==> src/rtl/sr_pulse_driver.sv <==
// sr_pulse_driver: sequences set/clear pulses into an external S-R latch with
// active-low set, reset and clear inputs, then waits for the latch output to
// confirm the new state.
//
// Parameters
//   PULSE_W : width of the active-low s_n/r_n pulse in clk cycles (1..15)
//   SETTLE  : idle cycles between the end of the pulse and checking q (0..15)
//   TIMEOUT : CHECK cycles allowed before giving up with err (1..255)
//
// Ports
//   clk      : single clock, rising edge
//   reset    : synchronous, active-high reset
//   req_set  : one-cycle request to drive the latch to q=1
//   req_clr  : one-cycle request to drive the latch to q=0
//   s_n      : active-low latch set (registered)
//   r_n      : active-low latch reset (registered)
//   clr_n    : active-low latch clear, low during reset plus one cycle
//   q_in     : asynchronous latch output
//   q_sync   : q_in after a two-flop synchronizer
//   busy     : high while a sequence is in progress
//   done     : one-cycle pulse when the latch confirms the target state
//   err      : one-cycle pulse on a conflicting request or a timeout
module sr_pulse_driver #(
    parameter int unsigned PULSE_W = 4,
    parameter int unsigned SETTLE  = 2,
    parameter int unsigned TIMEOUT = 15
) (
    input  logic clk,
    input  logic reset,
    input  logic req_set,
    input  logic req_clr,
    output logic s_n,
    output logic r_n,
    output logic clr_n,
    input  logic q_in,
    output logic q_sync,
    output logic busy,
    output logic done,
    output logic err
);

    typedef enum logic [1:0] {StIdle, StPulse, StSettle, StCheck} state_e;

    // Terminal counter values for each timed state; the counter starts at 0 on entry.
    localparam logic [7:0] PulseLast   = 8'(PULSE_W - 1);
    localparam logic [7:0] SettleLast  = 8'((SETTLE > 0) ? SETTLE - 1 : 32'd0);
    localparam logic [7:0] TimeoutLast = 8'(TIMEOUT - 1);
    localparam bit         SkipSettle  = (SETTLE == 0);

    state_e     state_q, state_d;
    logic [7:0] cnt_q, cnt_d;
    logic       target_q, target_d;
    logic       sync1_q, q_sync_q;
    logic       s_n_q, s_n_d;
    logic       r_n_q, r_n_d;
    logic       clr_n_q;
    logic       done_q, done_d;
    logic       err_q, err_d;

    // State register, plus every registered output.
    always_ff @(posedge clk) begin
        if (reset) begin
            state_q  <= StIdle;
            cnt_q    <= 8'd0;
            target_q <= 1'b0;
            sync1_q  <= 1'b0;
            q_sync_q <= 1'b0;
            s_n_q    <= 1'b1;
            r_n_q    <= 1'b1;
            clr_n_q  <= 1'b0;
            done_q   <= 1'b0;
            err_q    <= 1'b0;
        end else begin
            state_q  <= state_d;
            cnt_q    <= cnt_d;
            target_q <= target_d;
            sync1_q  <= q_in;
            q_sync_q <= sync1_q;
            s_n_q    <= s_n_d;
            r_n_q    <= r_n_d;
            clr_n_q  <= 1'b1;
            done_q   <= done_d;
            err_q    <= err_d;
        end
    end

    // Next-state logic.
    always_comb begin
        state_d  = state_q;
        target_d = target_q;
        done_d   = 1'b0;
        err_d    = 1'b0;
        unique case (state_q)
            StIdle: begin
                // clr_n_q low marks the cycle reset fell: the latch is still being
                // cleared, so requests in that cycle are dropped.
                if (clr_n_q) begin
                    if (req_set && req_clr) begin
                        err_d = 1'b1;
                    end else if (req_set || req_clr) begin
                        target_d = req_set;
                        state_d  = StPulse;
                    end
                end
            end
            StPulse: begin
                if (cnt_q == PulseLast) begin
                    state_d = SkipSettle ? StCheck : StSettle;
                end
            end
            StSettle: begin
                if (cnt_q == SettleLast) begin
                    state_d = StCheck;
                end
            end
            StCheck: begin
                if (q_sync_q == target_q) begin
                    done_d  = 1'b1;
                    state_d = StIdle;
                end else if (cnt_q == TimeoutLast) begin
                    err_d   = 1'b1;
                    state_d = StIdle;
                end
            end
            default: state_d = StIdle;
        endcase

        // One shared counter: cleared on every state change, saturating otherwise.
        if (state_d != state_q) begin
            cnt_d = 8'd0;
        end else if (cnt_q == 8'hff) begin
            cnt_d = cnt_q;
        end else begin
            cnt_d = cnt_q + 8'd1;
        end
    end

    // Output logic. Pulse lines are computed from the next state and registered,
    // so the pulse starts the cycle after acceptance and only one line can be low.
    always_comb begin
        s_n_d = ~((state_d == StPulse) && target_d);
        r_n_d = ~((state_d == StPulse) && !target_d);
        busy  = (state_q != StIdle);
    end

    assign s_n    = s_n_q;
    assign r_n    = r_n_q;
    assign clr_n  = clr_n_q;
    assign q_sync = q_sync_q;
    assign done   = done_q;
    assign err    = err_q;

endmodule

==> config.mk <==
export PLATFORM = sky130hd
export DESIGN_NAME = sr_pulse_driver
export DESIGN_NICKNAME = d
export VERILOG_FILES = /design/src/rtl/sr_pulse_driver.sv
export SDC_FILE = /design/constraint.sdc
export NUM_CORES = 1
export LEC_CHECK = 0
export CORE_UTILIZATION = 24
export DETAILED_ROUTE_END_ITERATION = 8
export GPL_ROUTABILITY_DRIVEN = 0
export PLACE_DENSITY = 0.42
export SETUP_SLACK_MARGIN = 0.2
export SYNTH_ARGS = -nofsm -noshare
export SYNTH_HDL_FRONTEND = slang
export SYNTH_SLANG_ARGS = --single-unit
export TNS_END_PERCENT = 50
==> constraint.sdc <==
create_clock -name clk -period 1.66 [get_ports clk]
set_input_delay 0.332 -clock clk [delete_from_list [all_inputs] [get_ports clk]]
set_output_delay 0.332 -clock clk [all_outputs]
set_load 0.02 [all_outputs]
Yosys cells after proc, flatten, opt, wreduce, memory -nomap -nowiden
Cells that the tools add are included.
{ "op_classes": {"n_mux": 19, "reduce_logical": 9, "n_eq_ne": 10, "bitwise": 3, "add_sub_neg": 1} }
{ "ops": {"columns": ["op", "count"], "rows": [
  ["$mux 2", 7],
  ["$mux 1", 10],
  ["$add 8x1->8 const B", 1],
  ["$eq 8x1->1 const B", 1],
  ["$eq 8x2->1 const B", 1],
  ["$eq 8x4->1 const B", 1],
  ["$eq 8x8->1 const B", 1],
  ["$pmux 2 s4", 1],
  ["$eq 2x1->1 const B", 2],
  ["$eq 2x2->1 const B", 2],
  ["$reduce_or 2->1", 2],
  ["$logic_and 1x1->1", 3],
  ["$not 1->1", 3],
  ["$logic_not 2->1", 1],
  ["$ne 2x2->1", 1],
  ["$pmux 1 s2", 1],
  ["$reduce_bool 2->1", 1],
  ["$eq 1x1->1", 1],
  ["$logic_not 1->1", 1],
  ["$logic_or 1x1->1", 1]
]} }
{ "word_totals": {"regBits": 18, "output_inout_bits": 7, "input_bits": 5, "elab_cells": 52} }

Longest topological paths before layout
Gate-level depths: netlist of run 1.
{ "depth": {"depth_word": 8, "mapped_depth": 9, "depth_no_buf": 8} }

Worst setup path before layout of run 1
OpenSTA, ideal clock, no wires.
{ "synth_path": {"path_kind": "reg2reg", "from": "reg state_q[0]", "to": "reg cnt_q[6]", "arrival_time_ns": 1.791, "setup_time_ns": 0.073, "period_less_slack_ns": 1.864, "n_path_buf": 1, "stages_incl_launch_ff": 10, "setup_slack_ns": -0.204, "t_required_ns": 1.587, "cell_sequence": "dfxtp_1 > inv_1 > ha_1 > clkbuf_1 > inv_1 > nand4_1 > a31o_1 > nand3_2 > o2111ai_4 > nor3_2"} }
{ "synth_between": {"elab_chain_len": 6, "word_cells_on_any_way": 14, "cone_classes": "eq/ne: 4; mux: 8; reduce/logical: 2"} }
{ "synth_rtl": {"columns": ["element", "line", "source"], "rows": [
  ["start, declared", "50", "state_e state_q, state_d;"],
  ["start signal, assigned", "63", "state_q <= StIdle;"],
  ["start signal, assigned", "74", "state_q <= state_d;"],
  ["$mux 2", "100", "end else if (req_set || req_clr) begin"],
  ["$mux 2", "98", "if (req_set && req_clr) begin"],
  ["$mux 2", "97", "if (clr_n_q) begin"],
  ["$pmux 2 s4", "93", "unique case (state_q)"],
  ["$ne 2x2->1 *", "129", "if (state_d != state_q) begin"],
  ["$reduce_or 2->1 (no line) *", null, null],
  ["end signal, assigned", "75", "cnt_q <= cnt_d;"],
  ["end, declared", "51", "logic [7:0] cnt_q, cnt_d;"]
]} }
Every way passes the cells marked *; elsewhere a longest branch is shown, timed or not.
A chain may end at the register's enable or synchronous reset.

Final worst setup path of run 1
{ "layout_path": {"from": "reg state_q[1]", "to": "reg s_n_q (netlist: s_n)"} }
{ "layout_between": {"elab_chain_len": 7, "word_cells_on_any_way": 16, "cone_classes": "eq/ne: 4; mux: 9; bitwise: 1; reduce/logical: 2"} }
{ "layout_rtl": {"columns": ["element", "line", "source"], "rows": [
  ["$mux 2", "100", null],
  ["$mux 2", "98", null],
  ["$mux 2", "97", null],
  ["$pmux 2 s4", "93", null],
  ["$eq 2x1->1", "141", "s_n_d = ~((state_d == StPulse) && target_d);"],
  ["$logic_and 1x1->1 *", "141", null],
  ["$not 1->1 *", "141", null],
  ["end signal, assigned", "79", "s_n_q <= s_n_d;"],
  ["end, declared", "54", "logic s_n_q, s_n_d;"]
]} }
Marked as above.

==> results of run 1 <==
==> worst max-delay path, delay by kind of cell (launching register included) <==
family / cells / cell delay, ps
buffers and inverters: 4 / 400
DFF: 1 / 340
AOI/OAI and AO/OA: 2 / 460
and+or+nand+nor: 2 / 210
adders and majority gates: 1 / 160
==> cells in the final DEF (no fill, tap or decap), types with 3 or more instances in the layout <==
cell type / netlist / layout
nand3_1: 8 / 7
o21ai_0: 3 / 3
nor2b_1: 3 / 3
dfxtp_1: 18 / 13
ha_4: 0 / 3
dlygate4sd2_1: 0 / 6
dfxtp_2: 0 / 5
nor2_1: 16 / 14
buf_4: 0 / 21
clkbuf_8: 0 / 4
clkdlybuf4s50_1: 0 / 4
inv_1: 7 / 4
xnor2_1: 3 / 3
nand4_1: 4 / 4
ha_1: 7 / 3
nor3b_1: 3 / 3
==> metrics by stage <==
| step | instance area (um^2) | setup WS, ps | utilization | hold WS [ps] | setup TNS, ps |
|---|---|---|---|---|---|
| floorplan | 976 | 54.9 | - | 397 | 0 |
| global placement | 1280 | -266 | 0.345 | 418 | -2420 |
| detailed placement | 1280 | -291 | 0.345 | 430 | -2590 |
| CTS | 1350 | -49.4 | 0.364 | 447 | -178 |
| global route | 1430 | -142 | 0.385 | 458 | -1300 |
| finish | 1430 | -28.9 | 0.385 | 441 | -58.0 |
==> worst min-delay path by stage <==
stage | from | end | slack (ps) | depth (start not counted)
after floorplan | reset | state_q[1]$_SDFF_PP0_ | 400 | 1
after global placement | sync1_q$_SDFF_PP0_ | q_sync$_SDFF_PP0_ | 420 | 1
after detailed placement | sync1_q$_SDFF_PP0_ | q_sync$_SDFF_PP0_ | 430 | 1
after CTS | sync1_q$_SDFF_PP0_ | q_sync$_SDFF_PP0_ | 450 | 1
after global routing | sync1_q$_SDFF_PP0_ | q_sync$_SDFF_PP0_ | 460 | 1
final | sync1_q$_SDFF_PP0_ | q_sync$_SDFF_PP0_ | 440 | 1
==> per-layer routing <==
layer	vias to the layer above	part of all wire	GRT usage
met2	10	0.46	0.176
li1	433	-	-
met4	0	0.0079	0.0417
met5	-	0	0
met3	2	0.031	0.0211
met1	414	0.50	0.145
==> logic make-up (layout without fill, tap and decap cells) <==
| kind of cell | after synthesis | count (layout) | share of synthesized area |
|---|---|---|---|
| multiplexers | 1 | 1 | 0.0107 |
| adder cells (fa/ha/maj) | 7 | 7 | 0.0932 |
| buffers and inverters | 8 | 45 | 0.0320 |
| AO/OA/AOI/OAI | 16 | 16 | 0.142 |
| flip-flops | 18 | 18 | 0.383 |
| XOR/XNOR | 5 | 5 | 0.0466 |
| AND/OR/NAND/NOR | 47 | 47 | 0.292 |
==> timing repair <==
action,4_1_cts,5_1_grt
setup buffers,1,2
endpoints found under the setup margin,20,13
resized for setup,16,12
pin swaps,8,11
==> report_power, final <==
| group | total [uW] | internal [uW] | switching [uW] |
|---|---|---|---|
| combinational | 390 | 193 | 197 |
| sequential | 499 | 468 | 31.3 |
| clock | 365 | 211 | 154 |
| total | 1250 | 872 | 382 |
==> layout make-up <==
class | count | area (um^2) | area share
multi-input combinational | 76 | 637 | 0.445
inverter | 7 | 33.8 | 0.0236
sequential | 18 | 367 | 0.256
clock buffer | 4 | 55.1 | 0.0385
timing repair buffer | 34 | 278 | 0.194
tap | 48 | 60.1 | 0.0420
==> state kept, by name, summed over array words and instances (netlist names) <==
name      count
cnt_q         8
state_q       2
clr_n         1
done          1
err           1
q_sync        1
r_n           1
s_n           1
sync1_q       1
target_q      1
==> synth_stat cells <==
cell type and count:
dfxtp_1 18, nor2_1 16, nand3_1 8, ha_1 7, inv_1 7, nand4_1 4, nor2b_1 3, nor3b_1 3
o21ai_0 3, xnor2_1 3, a31oi_1 2, nand2_1 2, nor3_1 2, xor2_1 2, a211oi_1 1, a211oi_2 1
a21oi_1 1, a2bb2oi_1 1, a31o_1 1, a41oi_1 1, and2_1 1, and3_1 1, and3_4 1, and4_4 1
clkbuf_1 1, mux2i_1 1, nand2b_1 1, nand3_2 1, nand3b_1 1, nor3_2 1, nor4_4 1, o2111ai_4 1
o211ai_1 1, o21a_1 1, o21ai_1 1, o21ai_2 1
==> run metrics, run 1 <==
endpoint class of the critical path register; HP Class register to register; Residual DRC 0; DR vias/cell 4.59; GRT Overall Usage 0.110; Worst R2R Start state_q[1]$_SDFF_PP0_; cts bufs inserted 3; layout cells sized above 1 0.396; worst setup margin -28.9 ps; Fillers around 370; Mapped Cells 102; CP Data Arrival Time between 1500 and 2000 ps; Max Slew Vio Count 0; failing checks setup timing; clock-pin slew on the worst setup and hold paths roughly 70 ps; Root Buffer clkbuf_8; Design Power 1250 uW; Worst path most repeated cell buf_6; max cap viols 0; Die H roughly 65 um; IO buf count 11; Synth warnings 0; final period utilization 1.02; Wirelength per Cell approximately 12 um; vias after detailed routing approximately 860; worst setup path end s_n$_SDFF_PP1_; Synth area leaders dfxtp_1 (38%), ha_1 (9.3%), nor2_1 (6.4%), nand3_1 (4.3%), inv_1 (2.8%); global-route wire length before repair between 3000 and 4000 um; crit path from state_q[1]$_SDFF_PP0_; largest net degree at the start of global routing 11; ANT nets after route 0; hold_buf cts 0; Max Freq slightly below 0.6 GHz; leakage power roughly 0.00055 uW; drt first pass iters 4; slowest CP cell dfxtp_2; Placement Rows 22; Finished Layout Cells 187; FF-to-FF setup slack -30 ps; NumNets Final between 150 and 200; gr ovfl total 0; Worst Skew around 2.3 ps; CTS tree done; TritonCTS Sinks 18; Starting Density 0.253; area of the die around 4200 um^2; Post-Syn Nets roughly 110; post-DP HPWL 1640 um; CP max stage delay roughly 340 ps; Final setup viols 6; crit-path max FO 3; Synth top area share 0.383; Least-Margin Pin Slew about 340 ps; die width around 65 um; Placed Instances 180; worst reg2reg path depth 9; Syn Area/Cell 9.21 um^2; diode count 0; initial antenna violation count 0; #FFs+latches synth 18; status finished with violations; number of distinct library cells after synthesis 36; DR iter-0 viols 26; crit path kind register to register; crit start category register; pwr dens roughly 880 nW/um^2; r2r endpoint s_n$_SDFF_PP1_; Max Root-Sink Buffers 2; I/O Pins 12; critical path required time 1790 ps; Slew HR 0.772; Period minus WS final between 1500 and 2000 ps; Post-Syn Area 940 um^2; Layout area overhead 52.2%; WL final ~2200 um; vias in the first global route roughly 800; post-synth top area cell dfxtp_1; Seq/Total Area, Yosys 0.383; CP Cell Sequence inv_2 -> buf_6 -> ha_4 -> a41oi_2 -> nor2_2 -> buf_4 -> buf_6 -> o211ai_1 -> nand3b_1; Clk Latency, worst-skew pair 250 ps; Core Area around 3700 um^2; Peak VDD IR between 0.4 and 0.5 mV; unrepaired setup endpoints after global routing yes; H-tree Lvls 1; Final Hold Fails 0
(Power assumes the default switching activity.)
==> inputs of run 2 (changes only) <==
--- a/config.mk
+++ b/config.mk
@@ -8,6 +8,7 @@
 export CORE_UTILIZATION = 24
 export DETAILED_ROUTE_END_ITERATION = 8
 export GPL_ROUTABILITY_DRIVEN = 0
+export MAX_ROUTING_LAYER = met4
 export PLACE_DENSITY = 0.42
 export SETUP_SLACK_MARGIN = 0.2
 export SYNTH_ARGS = -nofsm -noshare
==> run 2 against run 1 <==
The flow still finishes with violations (setup timing); wire length is essentially flat; setup slack is the same; sequential cell count is the same; final cell count is the same; largest cell class unchanged; total power is essentially flat; worst hold slack is the same; clock-buffer cell count is the same; global-route usage grew 0.30 points; design area is the same; combinational power is essentially flat; die area is the same; non-clock buffer count is the same.
==> run metrics, run 2 (synthesis results as in run 1) <==
Largest register FFs 8 (unchanged); CP max stage delay 340 ps (about the same); NumNets Final 152 (unchanged); Final Instance Area 1430 um^2 (unchanged); die width 64.6 um (unchanged); critical path required time 1790 ps (about the same); clock-pin slew on the worst setup and hold paths 70 ps (about the same); Worst path most repeated cell buf_6; GRT Overall Usage 0.113 (+0.00301); largest net degree at the start of global routing 11 (unchanged); DR iter-0 viols 23 (-12%); CTS tree done; Pint 872 uW (about the same); status finished with violations; Clk Latency, worst-skew pair 250 ps (about the same); sw frac 0.305 (about the same); final period utilization 1.02 (unchanged); Max Slew Vio Count 0 (unchanged); cts bufs inserted 3 (unchanged); diode count 0 (unchanged); DP Worst Slack -291 ps (unchanged); Final Hold Fails 0 (unchanged); Max Freq 0.592 GHz (unchanged); CP Data Arrival Time 1820 ps (about the same); Root Buffer clkbuf_8; IO buf count 11 (unchanged); Wirelength per Cell 11.5 um (about the same); Buf/Inv on CP 4 (unchanged); global-route wire length before repair 3540 um (unchanged); Residual DRC 0 (unchanged); ANT nets after route 0 (unchanged); Placed Area 1280 um^2 (unchanged); TritonCTS Sinks 18 (unchanged); Starting Density 0.253 (unchanged); post-DP HPWL 1640 um (unchanged); pwr dens 877 nW/um^2 (about the same); crit-path max FO 3 (unchanged); Clk pwr share 0.291 (about the same); Fillers 373 (unchanged); sequential share of power 0.398 (about the same); hold_buf cts 0 (unchanged); crit path kind register to register; Largest Register cnt_q; CP delay by family, top compound AO/OA/AOI/OAI gates; Worst R2R Start state_q[1]$_SDFF_PP0_; endpoint class of the critical path register; H-tree Lvls 1 (unchanged); most frequent cells in the layout buf_4 (21), nor2_1 (14), dfxtp_1 (13), nand3_1 (7), dlygate4sd2_1 (6); Layout area overhead 52.2% (unchanged); drt first pass iters 4 (unchanged); logic gate share of total power 0.311 (about the same); Least-Margin Pin Slew 342 ps (+0.0978 ps); most common library cell in the layout ignoring fill and taps buf_4; Period minus WS final 1690 ps (unchanged); DR vias/cell 4.59 (unchanged); HP Class register to register; Final setup viols 7 (+1); layout cells sized above 1 0.396 (unchanged); setup TNS -58.6 ps (-0.580 ps); Worst Skew 2.15 ps (-0.168 ps); vias after detailed routing 859 (unchanged); min-delay src sync1_q$_SDFF_PP0_; leakage power 0.000555 uW (unchanged); initial antenna violation count 0 (unchanged); worst setup margin -28.9 ps (unchanged); Placement Rows 22 (unchanged); Core Area 3720 um^2 (unchanged); crit path from state_q[1]$_SDFF_PP0_; I/O Pins 12 (unchanged); Regs by FF count cnt_q x8, state_q x2; Final Core Density 0.385 (unchanged); vias in the first global route 790 (+0.13%); crit start category register; P_sw 383 uW (about the same); max cap viols 0 (unchanged); CP Cell Sequence inv_2 -> buf_6 -> ha_4 -> a41oi_2 -> nor2_2 -> buf_4 -> buf_6 -> o211ai_1 -> nand3b_1; unrepaired setup endpoints after global routing yes; area of the die 4170 um^2 (unchanged); WL final 2160 um (about the same); gr ovfl total 0 (unchanged); failing checks setup timing; Die H 64.6 um (unchanged); Max Root-Sink Buffers 2 (unchanged); Peak VDD IR 0.471 mV (unchanged); slowest CP cell dfxtp_2; Slew HR 0.772 (about the same)
[run 2: final timing paths]
path / cells past startpoint / end / slack (ps)
max: 9 / s_n$_SDFF_PP1_ / -30
min: 1 / q_sync$_SDFF_PP0_ / 440
max reg2reg: 9 / s_n$_SDFF_PP1_ / -30
min reg2reg: 1 / q_sync$_SDFF_PP0_ / 440
[run 2: area by class of cell]
class                      count  area (um^2)  share of cell area
tap                           48         60.1              0.0420
timing repair buffer          34          278               0.194
inverter                       7         33.8              0.0236
clock buffer                   4         55.1              0.0385
multi-input combinational     76          637               0.445
sequential                    18          367               0.256
[run 2: through the flow]
stage          hold WS (ps)  std cells  power [uW]
2_1_floorplan           397        102         729
3_3_place_gp            418        180         857
3_5_place_dp            430        180         863
4_1_cts                 447        185        1230
5_1_grt                 458        187        1320
6_report                441        187        1250
[run 2: power groups by stage]
| stage | combinational (uW) | clock, uW | sequential, uW |
|---|---|---|---|
| finish | 390 | 365 | 499 |
| global route | 423 | 395 | 505 |
| CTS | 361 | 375 | 498 |
| detailed placement | 356 | 0 | 507 |
| global placement | 353 | 0 | 505 |
| floorplan | 212 | 0 | 516 |
[run 2: repair_timing]
item                       in CTS  in global routing
setup endpoints to repair      20                 13
pin swaps                       8                 11
resized for setup              16                 12
cloned                          0                  0
setup buffers                   1                  2
[run 2: metal layers]
| metal | track usage | share of wire | vias to the layer above |
|---|---|---|---|
| met5 | - | 0 | - |
| met4 | 0.0417 | 0.0065 | 0 |
| met3 | 0.0211 | 0.031 | 2 |
| met2 | 0.176 | 0.46 | 10 |
| met1 | 0.145 | 0.50 | 414 |
| li1 | - | - | 433 |
==> inputs of run 3 (changes only) <==
--- a/config.mk
+++ b/config.mk
@@ -9,7 +9,7 @@
 export DETAILED_ROUTE_END_ITERATION = 8
 export GPL_ROUTABILITY_DRIVEN = 0
 export MAX_ROUTING_LAYER = met4
-export PLACE_DENSITY = 0.42
+export PLACE_DENSITY = 0.41
 export SETUP_SLACK_MARGIN = 0.2
 export SYNTH_ARGS = -nofsm -noshare
 export SYNTH_HDL_FRONTEND = slang
==> constraint.sdc (replaced) <==
create_clock -name clk -period 2.15 [get_ports clk]
set_input_delay 0.43 -clock clk [delete_from_list [all_inputs] [get_ports clk]]
set_output_delay 0.43 -clock clk [all_outputs]
set_load 0.02 [all_outputs]
==> run 3 against run 2 <==
The run now ends clean; total power fell by 30%; wire length fell by 12%; combinational power fell by 46%; critical path depth fell by 2; die area did not move; worst hold slack improved by 4.2 ps; first-iteration DRC count rose to 3.2 times the previous value; design area fell by 17%; sequential power fell by 22%; largest cell class unchanged.
==> run metrics, run 3 (synthesis results as in run 1) <==
status finished clean; ANT nets after route 0 (unchanged); Root Buffer clkbuf_8; minimum hold slack 445 ps (+4.16 ps); initial antenna violation count 0 (unchanged); area of the die 4170 um^2 (unchanged); Placement Rows 22 (unchanged); Worst Skew 1.98 ps (-0.167 ps); Max Freq approximately 0.53 GHz; multi-input logic area 561 um^2 (-12%); layout cells sized above 1 0.154 (-0.242); endpoint class of the critical path register; Final setup viols 0 (-7); max cap viols 0 (unchanged); Largest Register cnt_q; Final Hold Fails 0 (unchanged); critical path required time 2340 ps (+550 ps); WL final 1900 um (-12%); slowest CP cell clkdlybuf4s50_1; Residual DRC 0 (unchanged); most common library cell in the layout ignoring fill and taps dfxtp_1; most frequent cells in the layout dfxtp_1 (17), nor2_1 (16), clkdlybuf4s50_1 (10), nand3_1 (8), inv_1 (7); Layout area overhead 25.8%; diode count 0 (unchanged); unrepaired setup endpoints after global routing no; IO buf count 11 (unchanged); Slew HR 0.767 (-0.00514); Peak VDD IR 0.293 mV (-38%); H-tree Lvls 1 (unchanged); die width 64.6 um (unchanged); largest net degree at the start of global routing 11 (unchanged); NumNets Final 130 (-14%); GRT Overall Usage 0.108 (-0.00503); Core Area 3720 um^2 (unchanged); cts bufs inserted 3 (unchanged); Finished Layout Cells 165 (-12%); TritonCTS Sinks 18 (unchanged); gr ovfl total 0 (unchanged); Max Slew Vio Count 0 (unchanged); vias in the first global route 753 (-4.7%); Regs by FF count cnt_q x8, state_q x2; Least-Margin Pin Slew 349 ps (+7.70 ps); setup TNS 0 ps (+58.6 ps); CP max stage delay 540 ps (+200 ps); M3 GR Usage 0.0229 (+0.00176); leakage power 0.000417 uW (-25%); global-route wire length before repair 3410 um (-3.7%); Die H 64.6 um (unchanged); Starting Density 0.253 (unchanged); met2 Use GR 0.159 (-0.0171); drt first pass iters 4 (unchanged); GRT met1 Usage 0.138 (-0.00745); final period utilization 0.873; Placed Instances 160 (-11%); vias after detailed routing 757 (-12%); Largest register FFs 8 (unchanged); gr busiest metal met2; I/O Pins 12 (unchanged); crit-path max FO 8 (+5); CP Data Arrival Time 2060 ps (+240 ps); Reg area 362 um^2 (-1.4%); pwr dens 745 nW/um^2 (-15%); crit path kind input port to register; crit start category input port; Wirelength per Cell 11.5 um (about the same); DR iter-0 viols 73 (+220%); Max Root-Sink Buffers 2 (unchanged); Fillers 396 (+6.2%); Clk Latency, worst-skew pair 250 ps (about the same); Period minus WS final 1880 ps; CP Cell Sequence clkdlybuf4s50_1 -> xor2_1 -> nand3_1 -> a31o_1 -> nand3_2 -> o2111ai_4 -> nor3_2; HP Class register to register; Final Core Density 0.318 (-0.0667); post-DP HPWL 1450 um (-12%); clock-pin slew on the worst setup and hold paths 70 ps (about the same); hold_buf cts 0 (unchanged); CTS tree done; DR vias/cell 4.59 (-0.12%)
==> run 3: changes by cell type in the layout (fill, tap and decap cells not counted), sizes merged <==
cell,before,now
clkdlybuf4s50,4,10
dlygate4sd2,6,0
clkdlybuf4s15,0,1
buf,24,1
==> run 3: final timing paths <==
kind,start,to,slack (ps),cells after the start
worst max-delay path,req_set,cnt_q[6]$_SDFFE_PP0P_,270,7
worst min-delay path,sync1_q$_SDFF_PP0_,q_sync$_SDFF_PP0_,450,1
worst max register to register,state_q[1]$_SDFF_PP0_,cnt_q[6]$_SDFFE_PP0P_,330,8
worst min register to register,sync1_q$_SDFF_PP0_,q_sync$_SDFF_PP0_,450,1
==> run 3: through the flow <==
step | setup slack (ps) | instance area, um^2 | power, uW
after detailed placement | 5.61 | 1110 | 602
final | 273 | 1180 | 881
after CTS | 181 | 1160 | 883
after floorplan | 286 | 940 | 534
after global placement | 48.8 | 1110 | 600
after global routing | 197 | 1180 | 931
==> run 3: where the power goes <==
group | switching, uW | internal (uW) | leakage (uW)
logic | 120 | 91.0 | 0.000241
clock network | 119 | 163 | 0.0000288
registers | 27.3 | 360 | 0.000147
==> run 3: final cells by class <==
type	count	share of cell area
clock buffer	4	0.0466
multi-input combinational	76	0.474
inverter	7	0.0222
sequential	18	0.306
tap	48	0.0508
timing repair buffer	12	0.101
==> run 3: routing by layer <==
layer | part of all wire | vias to the layer above
li1 | - | 389
met1 | 0.49 | 357
met2 | 0.46 | 9
met3 | 0.034 | 2
met4 | 0.014 | 0
met5 | 0 | -
==> run 3: repair_timing <==
action / in CTS / in global routing
pin swaps: 0 / 2
setup endpoints to repair: 2 / 11
hold endpoints to repair: 0 / 0
cloned: 0 / 0
resized for setup: 3 / 4
setup buffers: 0 / 1
==> run 3: worst max-delay path, delay by kind of cell <==
family          cells  cell delay [ps]
compound gates      2              480
xor+xnor            1              160
simple gates        3              460
buf+inv             1              540
